### config.mk
export PLATFORM = sky130hd
export DESIGN_NAME = hazard_ctrl_v2
export DESIGN_NICKNAME = d
export VERILOG_FILES = /design/src/rtl/hazard_ctrl_v2.sv
export SDC_FILE = /design/constraint.sdc
export NUM_CORES = 1
export LEC_CHECK = 0
export CAP_MARGIN = 20
export CORE_AREA = 2 2 62 64
export CTS_CLUSTER_SIZE = 30
export DETAILED_ROUTE_END_ITERATION = 8
export DIE_AREA = 0 0 64 66
export GPL_ROUTABILITY_DRIVEN = 0
export PLACE_DENSITY = 0.94
export SLEW_MARGIN = 20
export SYNTH_ARGS = -nofsm -noshare
export SYNTH_HDL_FRONTEND = slang
export SYNTH_SLANG_ARGS = --single-unit
### constraint.sdc
create_clock -name clk -period 4.21 [get_ports clk]
set_input_delay 0.421 -clock clk [delete_from_list [all_inputs] [get_ports clk]]
set_output_delay 0.421 -clock clk [all_outputs]
set_load 0.01 [all_outputs]
### src/rtl/hazard_ctrl_v2.sv
// Hazard and forwarding controller for a D/E/M/W RV32 pipeline: operand forwarding
// selects, load-use and MDU stalls, and stretched branch/mret flushes.
module hazard_ctrl_v2 #(
    parameter int LOAD_LAT     = 1,
    parameter int FLUSH_CYCLES = 1,
    parameter bit MDU_EN       = 1'b1
) (
    input  logic        clk,
    input  logic        rst_n,
    input  logic [31:0] instr_D,
    input  logic [31:0] instr_E,
    input  logic [31:0] instr_M,
    input  logic [31:0] instr_W,
    input  logic        reg_write_E,
    input  logic        reg_write_M,
    input  logic        reg_write_W,
    input  logic        br_taken,
    input  logic        flush_mret,
    input  logic        mdu_busy,
    output logic [1:0]  fwdA,
    output logic [1:0]  fwdB,
    output logic        stall_F,
    output logic        stall_D,
    output logic        stall_E,
    output logic        bubble_E,
    output logic        flush_D,
    output logic        flush_E,
    output logic [1:0]  state_o
);

    typedef enum logic [1:0] {
        RUN     = 2'd0,
        LDSTALL = 2'd1,
        MDUWAIT = 2'd2,
        FLUSH   = 2'd3
    } state_t;

    generate
        if (LOAD_LAT < 1 || LOAD_LAT > 7 || FLUSH_CYCLES < 1 || FLUSH_CYCLES > 7) begin : g_param_err
            $error("hazard_ctrl_v2: LOAD_LAT and FLUSH_CYCLES must be in 1..7");
        end
    endgenerate

    localparam logic [2:0] LOAD_RELOAD  = 3'(LOAD_LAT - 1);
    localparam logic [2:0] FLUSH_RELOAD = 3'(FLUSH_CYCLES - 1);

    localparam logic [6:0] OP_LUI    = 7'b0110111;
    localparam logic [6:0] OP_AUIPC  = 7'b0010111;
    localparam logic [6:0] OP_JAL    = 7'b1101111;
    localparam logic [6:0] OP_OP     = 7'b0110011;
    localparam logic [6:0] OP_STORE  = 7'b0100011;
    localparam logic [6:0] OP_BRANCH = 7'b1100011;
    localparam logic [6:0] OP_LOAD   = 7'b0000011;

    // Field decode
    logic [6:0] op_D;
    logic [6:0] op_E;
    logic [4:0] rs1_D;
    logic [4:0] rs2_D;
    logic [4:0] rd_E;
    logic [4:0] rd_M;
    logic [4:0] rd_W;
    logic       use_rs1;
    logic       use_rs2;

    assign op_D  = instr_D[6:0];
    assign op_E  = instr_E[6:0];
    assign rs1_D = instr_D[19:15];
    assign rs2_D = instr_D[24:20];
    assign rd_E  = instr_E[11:7];
    assign rd_M  = instr_M[11:7];
    assign rd_W  = instr_W[11:7];

    assign use_rs1 = !(op_D inside {OP_LUI, OP_AUIPC, OP_JAL});
    assign use_rs2 = op_D inside {OP_OP, OP_STORE, OP_BRANCH};

    logic unused_bits;
    assign unused_bits = ^{instr_D[31:25], instr_D[14:7], instr_E[31:12],
                           instr_M[31:12], instr_M[6:0], instr_W[31:12], instr_W[6:0]};

    function automatic logic src_match(input logic we, input logic [4:0] rd,
                                       input logic [4:0] src, input logic use_bit);
        return we && (rd != 5'd0) && (rd == src) && use_bit;
    endfunction

    function automatic logic [1:0] fwd_sel(input logic m_e, input logic m_m, input logic m_w);
        if (m_e)      return 2'd1;
        else if (m_m) return 2'd2;
        else if (m_w) return 2'd3;
        else          return 2'd0;
    endfunction

    logic e_rs1, m_rs1, w_rs1;
    logic e_rs2, m_rs2, w_rs2;

    assign e_rs1 = src_match(reg_write_E, rd_E, rs1_D, use_rs1);
    assign m_rs1 = src_match(reg_write_M, rd_M, rs1_D, use_rs1);
    assign w_rs1 = src_match(reg_write_W, rd_W, rs1_D, use_rs1);
    assign e_rs2 = src_match(reg_write_E, rd_E, rs2_D, use_rs2);
    assign m_rs2 = src_match(reg_write_M, rd_M, rs2_D, use_rs2);
    assign w_rs2 = src_match(reg_write_W, rd_W, rs2_D, use_rs2);

    logic [1:0] fwd_a_raw;
    logic [1:0] fwd_b_raw;
    assign fwd_a_raw = fwd_sel(e_rs1, m_rs1, w_rs1);
    assign fwd_b_raw = fwd_sel(e_rs2, m_rs2, w_rs2);

    logic load_use;
    logic redirect;
    logic mdu_req;
    assign load_use = (op_E == OP_LOAD) && (e_rs1 || e_rs2);
    assign redirect = br_taken || flush_mret;
    assign mdu_req  = MDU_EN && mdu_busy;

    state_t     state_q, state_d;
    logic [2:0] cnt_q, cnt_d;
    logic       stall_fd;
    logic       stall_ex;
    logic       bubble;
    logic       flush;

    always_ff @(posedge clk or negedge rst_n) begin
        if (!rst_n) begin
            state_q <= RUN;
            cnt_q   <= 3'd0;
        end else begin
            state_q <= state_d;
            cnt_q   <= cnt_d;
        end
    end

    // The entry cycle of a stall or flush already counts as its first cycle, so
    // cnt holds the cycles still to spend in LDSTALL/FLUSH and the state is left
    // on the cycle that consumes the last one.
    always_comb begin
        state_d  = state_q;
        cnt_d    = cnt_q;
        stall_fd = 1'b0;
        stall_ex = 1'b0;
        bubble   = 1'b0;
        flush    = 1'b0;
        if (redirect) begin
            flush = 1'b1;
            if (FLUSH_CYCLES > 1) begin
                state_d = FLUSH;
                cnt_d   = FLUSH_RELOAD;
            end else begin
                state_d = RUN;
                cnt_d   = 3'd0;
            end
        end else begin
            case (state_q)
                RUN, MDUWAIT: begin
                    // MDUWAIT falls back to normal hazard evaluation once busy drops
                    if (mdu_req) begin
                        stall_fd = 1'b1;
                        stall_ex = 1'b1;
                        state_d  = MDUWAIT;
                    end else if (load_use) begin
                        stall_fd = 1'b1;
                        bubble   = 1'b1;
                        if (LOAD_LAT > 1) begin
                            state_d = LDSTALL;
                            cnt_d   = LOAD_RELOAD;
                        end else begin
                            state_d = RUN;
                        end
                    end else begin
                        state_d = RUN;
                    end
                end
                LDSTALL: begin
                    stall_fd = 1'b1;
                    bubble   = 1'b1;
                    if (cnt_q <= 3'd1) begin
                        state_d = RUN;
                        cnt_d   = 3'd0;
                    end else begin
                        cnt_d = cnt_q - 3'd1;
                    end
                end
                FLUSH: begin
                    flush = 1'b1;
                    if (cnt_q <= 3'd1) begin
                        state_d = RUN;
                        cnt_d   = 3'd0;
                    end else begin
                        cnt_d = cnt_q - 3'd1;
                    end
                end
                default: begin
                    state_d = RUN;
                    cnt_d   = 3'd0;
                end
            endcase
        end
    end

    // Outputs are gated by rst_n so they drop immediately on an asynchronous reset.
    assign fwdA     = (rst_n && state_q != FLUSH) ? fwd_a_raw : 2'd0;
    assign fwdB     = (rst_n && state_q != FLUSH) ? fwd_b_raw : 2'd0;
    assign stall_F  = rst_n && stall_fd;
    assign stall_D  = rst_n && stall_fd;
    assign stall_E  = rst_n && stall_ex;
    assign bubble_E = rst_n && bubble;
    assign flush_D  = rst_n && flush;
    assign flush_E  = rst_n && flush;
    assign state_o  = state_q;

endmodule

# Word level (Yosys, flattened, before mapping)
# Index checks and enable logic that the tools add are counted.
word_totals:
  output_inout_bits: 12
  latch_bits: 0
  ram_bits: 0
  in_bits: 136
  romBits: 0
  mem_count: 0
  wordCells: 82
  register_bits: 5
op_classes:
  reduce_logical: 33
  shift: 0
  n_lt_le_gt_ge: 1
  div_mod_pow: 0
  n_bitwise: 0
  addsub: 1
  multipliers: 0
  eq_ne: 18
  muxes: 27
op_table:
  columns: ["op", "count"]
  rows:
  - ["$eq A5 B5 Y1", 6]
  - ["$mux W2", 11]
  - ["$eq A7 B6 Y1 const B", 3]
  - ["$logic_and A1 B1 Y1", 21]
  - ["$reduce_bool A5 Y1", 3]
  - ["$eq A7 B7 Y1 const B", 2]
  - ["$mux W1", 10]
  - ["$mux W3", 3]
  - ["$eq A7 B2 Y1 const B", 1]
  - ["$eq A7 B5 Y1 const B", 1]
  - ["$reduce_bool A3 Y1", 2]
  - ["$eq A2 B2 Y1 const B", 2]
  - ["$pmux W1 S2", 2]
  - ["$pmux W2 S2", 1]
  - ["$reduce_or A2 Y1", 2]
  - ["$le A3 B1 Y1 const B", 1]
  - ["$ne A3 B1 Y1 const B", 1]
  - ["$sub A3 B1 Y3 const B", 1]
  - ["$eq A2 B1 Y1 const B", 1]
  - ["$logic_not A2 Y1", 1]
  - ["$logic_or A1 B1 Y1", 2]
  - ["$ne A2 B2 Y1 const B", 1]
  - ["$reduce_bool A2 Y1", 1]
  - ["$logic_not A1 Y1", 1]

# Logic depth before layout (Yosys ltp)
depth:
  depth_word: 11
  depth_mapped: 6
  depth_no_buf: 5

# Worst setup path before layout
# No wires, ideal clock.
synth_timing:
  path_kind: "input-to-output"
  from: "in instr_E[8]"
  to: "out stall_F"
  arrival_ns: 1.698
  required_ns: 3.789
  cell_stages: 6
  slack_ns: 2.091
  n_path_buf: 1
  cell_sequence: "or4_1 -> o21ai_2 -> nor4_2 -> o2111ai_1 -> nand2_1 -> buf_4"
synth_via:
  elab_chain_len: 11
  word_cells_on_any_way: 15
  cone_classes: "eq/ne: 2; mux: 4; reduce/logical: 9"
synth_lines:
  columns: ["element", "line", "rtl"]
  rows:
  - ["start, declared", "11", "input logic [31:0] instr_E,"]
  - ["$reduce_bool A5 Y1", "83", "return we && (rd != 5'd0) && (rd == src) && use_bit;"]
  - ["$logic_and A1 B1 Y1 (3 in a row)", "83", null]
  - ["$logic_or A1 B1 Y1 (*)", "111", "assign load_use = (op_E == OP_LOAD) && (e_rs1 || e_rs2);"]
  - ["$logic_and A1 B1 Y1 (*)", "111", null]
  - ["$mux W1 (*)", "159", "end else if (load_use) begin"]
  - ["$mux W1 (*)", "155", "if (mdu_req) begin"]
  - ["$pmux W1 S2 (*)", "152", "case (state_q)"]
  - ["$mux W1 (*)", "142", "if (redirect) begin"]
  - ["$logic_and A1 B1 Y1 (*)", null, null]
  - ["end, declared", "22", "output logic stall_F,"]
# Every way passes the cells marked *; elsewhere a longest branch is shown, timed or not.

# Worst setup path after layout
layout_timing:
  from: "in instr_D[5]"
  to: "out fwdB[1]"
layout_via:
  elab_chain_len: 7
  word_cells_on_any_way: 11
  cone_classes: "eq/ne: 3; mux: 4; reduce/logical: 4"
layout_lines:
  columns: ["element", "line", "rtl"]
  rows:
  - ["start, declared", "10", "input logic [31:0] instr_D,"]
  - ["$eq A7 B6 Y1 / $eq A7 B7 Y1 (equally long branches)", "75", "assign use_rs2 = op_D inside {OP_OP, OP_STORE, OP_BRANCH};"]
  - ["$reduce_bool A3 Y1 (*)", "75", null]
  - ["$logic_and A1 B1 Y1", "83", null]
  - ["$mux W2", "89", "else if (m_w) return 2'd3;"]
  - ["$mux W2", "88", "else if (m_m) return 2'd2;"]
  - ["$mux W2 (*)", "87", "if (m_e) return 2'd1;"]
  - ["$mux W2 (*)", "201", "assign fwdB = (rst_n && state_q != FLUSH) ? fwd_b_raw : 2'd0;"]
  - ["end, declared", "21", "output logic [1:0] fwdB,"]
# Marked as above.

==> summary by stage <==
Die
The row count is 22. Pin placement for this block handled about 150 I/O pins. From left edge to right edge, the die measures 64 um.

From bottom edge to top edge, the die measures 66 um. The die covers between 0.004 and 0.005 mm2. For this configuration, the core starts out at a cell density of 0.176. In this run the standard cell core region covers 0.00355 mm2.

Place
The cell count after placement is 189. Timing analysis after detailed placement gives a worst setup slack of 1150 ps. The detailed placer's ending HPWL is 2.01 mm. Buffers placed on the I/O ports in this run total 57.

Clocking
The clock-pin slew on the worst setup and hold paths is 0 ps. Once the clock tree was built, the resizer swapped 0 gates to a different size. Hold repair after CTS inserted 0 buffers. The total setup buffers inserted after CTS is 0.

Cells and area
The footprint of the flip-flops and latches is approximately 25 um2. After the last flow step, the layout net total stands at around 280. The area of the multi-input gates is approximately 570 um2. The share of layout cells above drive strength 1 is 0.0496. The area growth from synthesis to layout is 97.2%.

The count of antenna diodes in the layout is 0. The flip-flop count of the largest register after layout came to 1. The fill cell instance count of the final layout is 377. The count of placed standard cells in the final layout, fillers left out is 189.

Power
IR analysis of the VDD net gives a maximum drop of 0.0000446 V. In this run the static leakage power is approximately 0.39 nW. Dividing total power by cell area gives a power density of 93.3 mW/mm2.

Synth
The number of flops mapped to enable cells by yosys is 0. Yosys instantiated no cell more often than sky130_fd_sc_hd__xnor2_1. The commonest cells after synthesis are sky130_fd_sc_hd__xnor2_1, sky130_fd_sc_hd__nand2_1, sky130_fd_sc_hd__nand3_1, sky130_fd_sc_hd__nor2_1, sky130_fd_sc_hd__or4_1. The top flip-flop cell by instance count after synthesis is sky130_fd_sc_hd__dfrtp_1.

The area share of the largest cell type after synthesis is 0.378. The count of cell types in the netlist is 27. After technology mapping, the gate count stands at 87.

The synthesized design spends more area on one cell type than any other, namely sky130_fd_sc_hd__xnor2_1. Dividing the synthesized area by the synthesized cell count gives 7.19 um2. The number of nets in the synthesized netlist is about 220. The cell area after synthesis is 626 um2. After synthesis, the cell types taking the most area are sky130_fd_sc_hd__xnor2_1, sky130_fd_sc_hd__or4_1, sky130_fd_sc_hd__nand3_1.

The fraction of registers with async set/reset is 1.00. The yosys synthesis warning count is 0. Counting flops and latches in the post-synthesis netlist gives 1. The share of the Yosys chip area taken by registers is 0.0400.

Critical path
Of all nets on the critical path, the largest fanout is 4. In this design, the stage delay of the slowest critical-path cell is 570 ps. The worst setup path is captured at an output port.

STA puts the critical path data arrival time at between 2000 and 3000 ps. The slowest stage of the critical path is the sky130_fd_sc_hd__or4_1 cell. Traced cell by cell, the critical path runs through clkdlybuf4s50_1 -> nor3b_2 -> nand4_2 -> or4_1 -> a211oi_2 -> clkdlybuf4s50_1.

The worst setup path is of the primary input to output port kind. By instance count, the cell type seen most on the critical path is sky130_fd_sc_hd__clkdlybuf4s50_1. The kind of start point of the critical path is a primary input. The critical path required time is 3790 ps.

Global route
The final global-route overflow total is 0. The largest net degree at the start of global routing is 7. The overall track demand over capacity in global routing is 0.0997. The via count of the first global-routing pass is 785. The first global-routing pass estimated 3.48 mm of wire. The number of antenna violations at the first check in global routing came to 0.

STA
The fmax is around 0.33 GHz. Setup violations remaining at the end of the flow were counted as 0. Hold timing on the final database bottoms out at a slack of 605 ps. The worst relative slew slack is 0.609.

The total count of hold-check failures in the final report came to 0. The post-route clock period utilization is 0.725. Setup repair after global routing left no endpoint under its margin. The least setup slack across all paths after layout is 1160 ps. The final-report max-slew violation count is 0. In the final timing run, aggregate negative setup slack is 0 ps.

For the finished layout, the period the worst path requires is 3050 ps. For the pin with the worst max-slew slack, the measured transition is 581 ps.

Routing
The starting DRC count in detailed routing is 15. In this run the remaining antenna-violating nets after routing total 0. The DRC violations left is 0. The iteration count of the initial detailed-routing pass is 4. For this block, the via count after detailed routing is 794. After detailed routing, the total wire length is 2.13 mm. The vias per cell is 4.20. The mean routed wirelength per cell is 11.3 um.

Flow run
The tool flagged a number of max-cap violations equal to 0.

Worst hold path
The worst hold path belongs to the class primary input to async pin.

Outcome
The flow ran to the end, and the final reports show no timing, DRC or antenna violations.
==> kinds of logic after synthesis <==
kind of cell | synth area share
buffers and inverters | 0.0540
AO/OA/AOI/OAI | 0.118
flip-flops | 0.0400
XOR/XNOR | 0.420
AND/OR/NAND/NOR | 0.362
other | 0.00599
==> cell type report <==
class,count,share of cell area
Inverter,3,0.00913
Multi-Input combinational cell,80,0.459
Sequential cell,1,0.0203
Tap cell,48,0.0487
Timing Repair Buffer,57,0.462
==> through the flow <==
step | instance area, um2 | utilization | total power, mW
6_report | 1230 | 0.347 | 0.115
3_3_place_gp | 1230 | 0.347 | 0.113
5_1_grt | 1230 | 0.347 | 0.125
2_1_floorplan | 626 | - | 0.0516
4_1_cts | 1230 | 0.347 | 0.116
3_5_place_dp | 1230 | 0.347 | 0.116
==> final timing paths <==
kind / startpoint / to / slack [ps] / depth (start not counted)
worst max-delay path: instr_D[5] / fwdB[1] / 1160 / 6
worst min-delay path: rst_n / state_o[1] / 600 / 1
max in group asynchronous: rst_n / state_o[1] / 3470 / 1
min in group clk: mdu_busy / state_o[1] / 1040 / 2
==> cells in the final DEF (no fill, tap or decap), drive strengths merged <==
cell type | Yosys | final
o21a | 1 | 1
o31ai | 1 | 1
o2111ai | 1 | 1
a211oi | 1 | 1
nor3 | 3 | 3
o21ai | 3 | 3
inv | 3 | 3
a21oi | 3 | 3
dfrtp | 1 | 1
nor3b | 1 | 1
nand4 | 1 | 1
xor2 | 3 | 3
nand4b | 1 | 1
nand2 | 9 | 9
nor2 | 5 | 5
xnor2 | 27 | 27
or4 | 5 | 5
conb | 1 | 1
nand3 | 7 | 7
clkdlybuf4s50 | 0 | 57
and2 | 1 | 1
nor4 | 5 | 5
or3b | 1 | 1
==> where the power goes <==
group	leakage, nW	switching, mW	internal, mW
sequential	0.0135	0.0000711	0.0101
combinational	0.379	0.0392	0.0657
clock	0	0	0
==> worst max-delay path: cells and delay by family <==
| family | cells | cell delay [ps] |
|---|---|---|
| buf+inv | 2 | 1050 |
| compound gates | 1 | 250 |
| simple gates | 3 | 920 |
==> routing by layer <==
| metal | up-vias | global-route usage | part of all wire |
|---|---|---|---|
| met2 | 41 | 0.198 | 0.47 |
| met5 | - | 0 | 0 |
| met1 | 337 | 0.117 | 0.43 |
| met4 | 0 | 0 | 0 |
| met3 | 0 | 0.0170 | 0.10 |
| li1 | 416 | - | - |
Note: power is estimated with default switching activity, not from simulation.
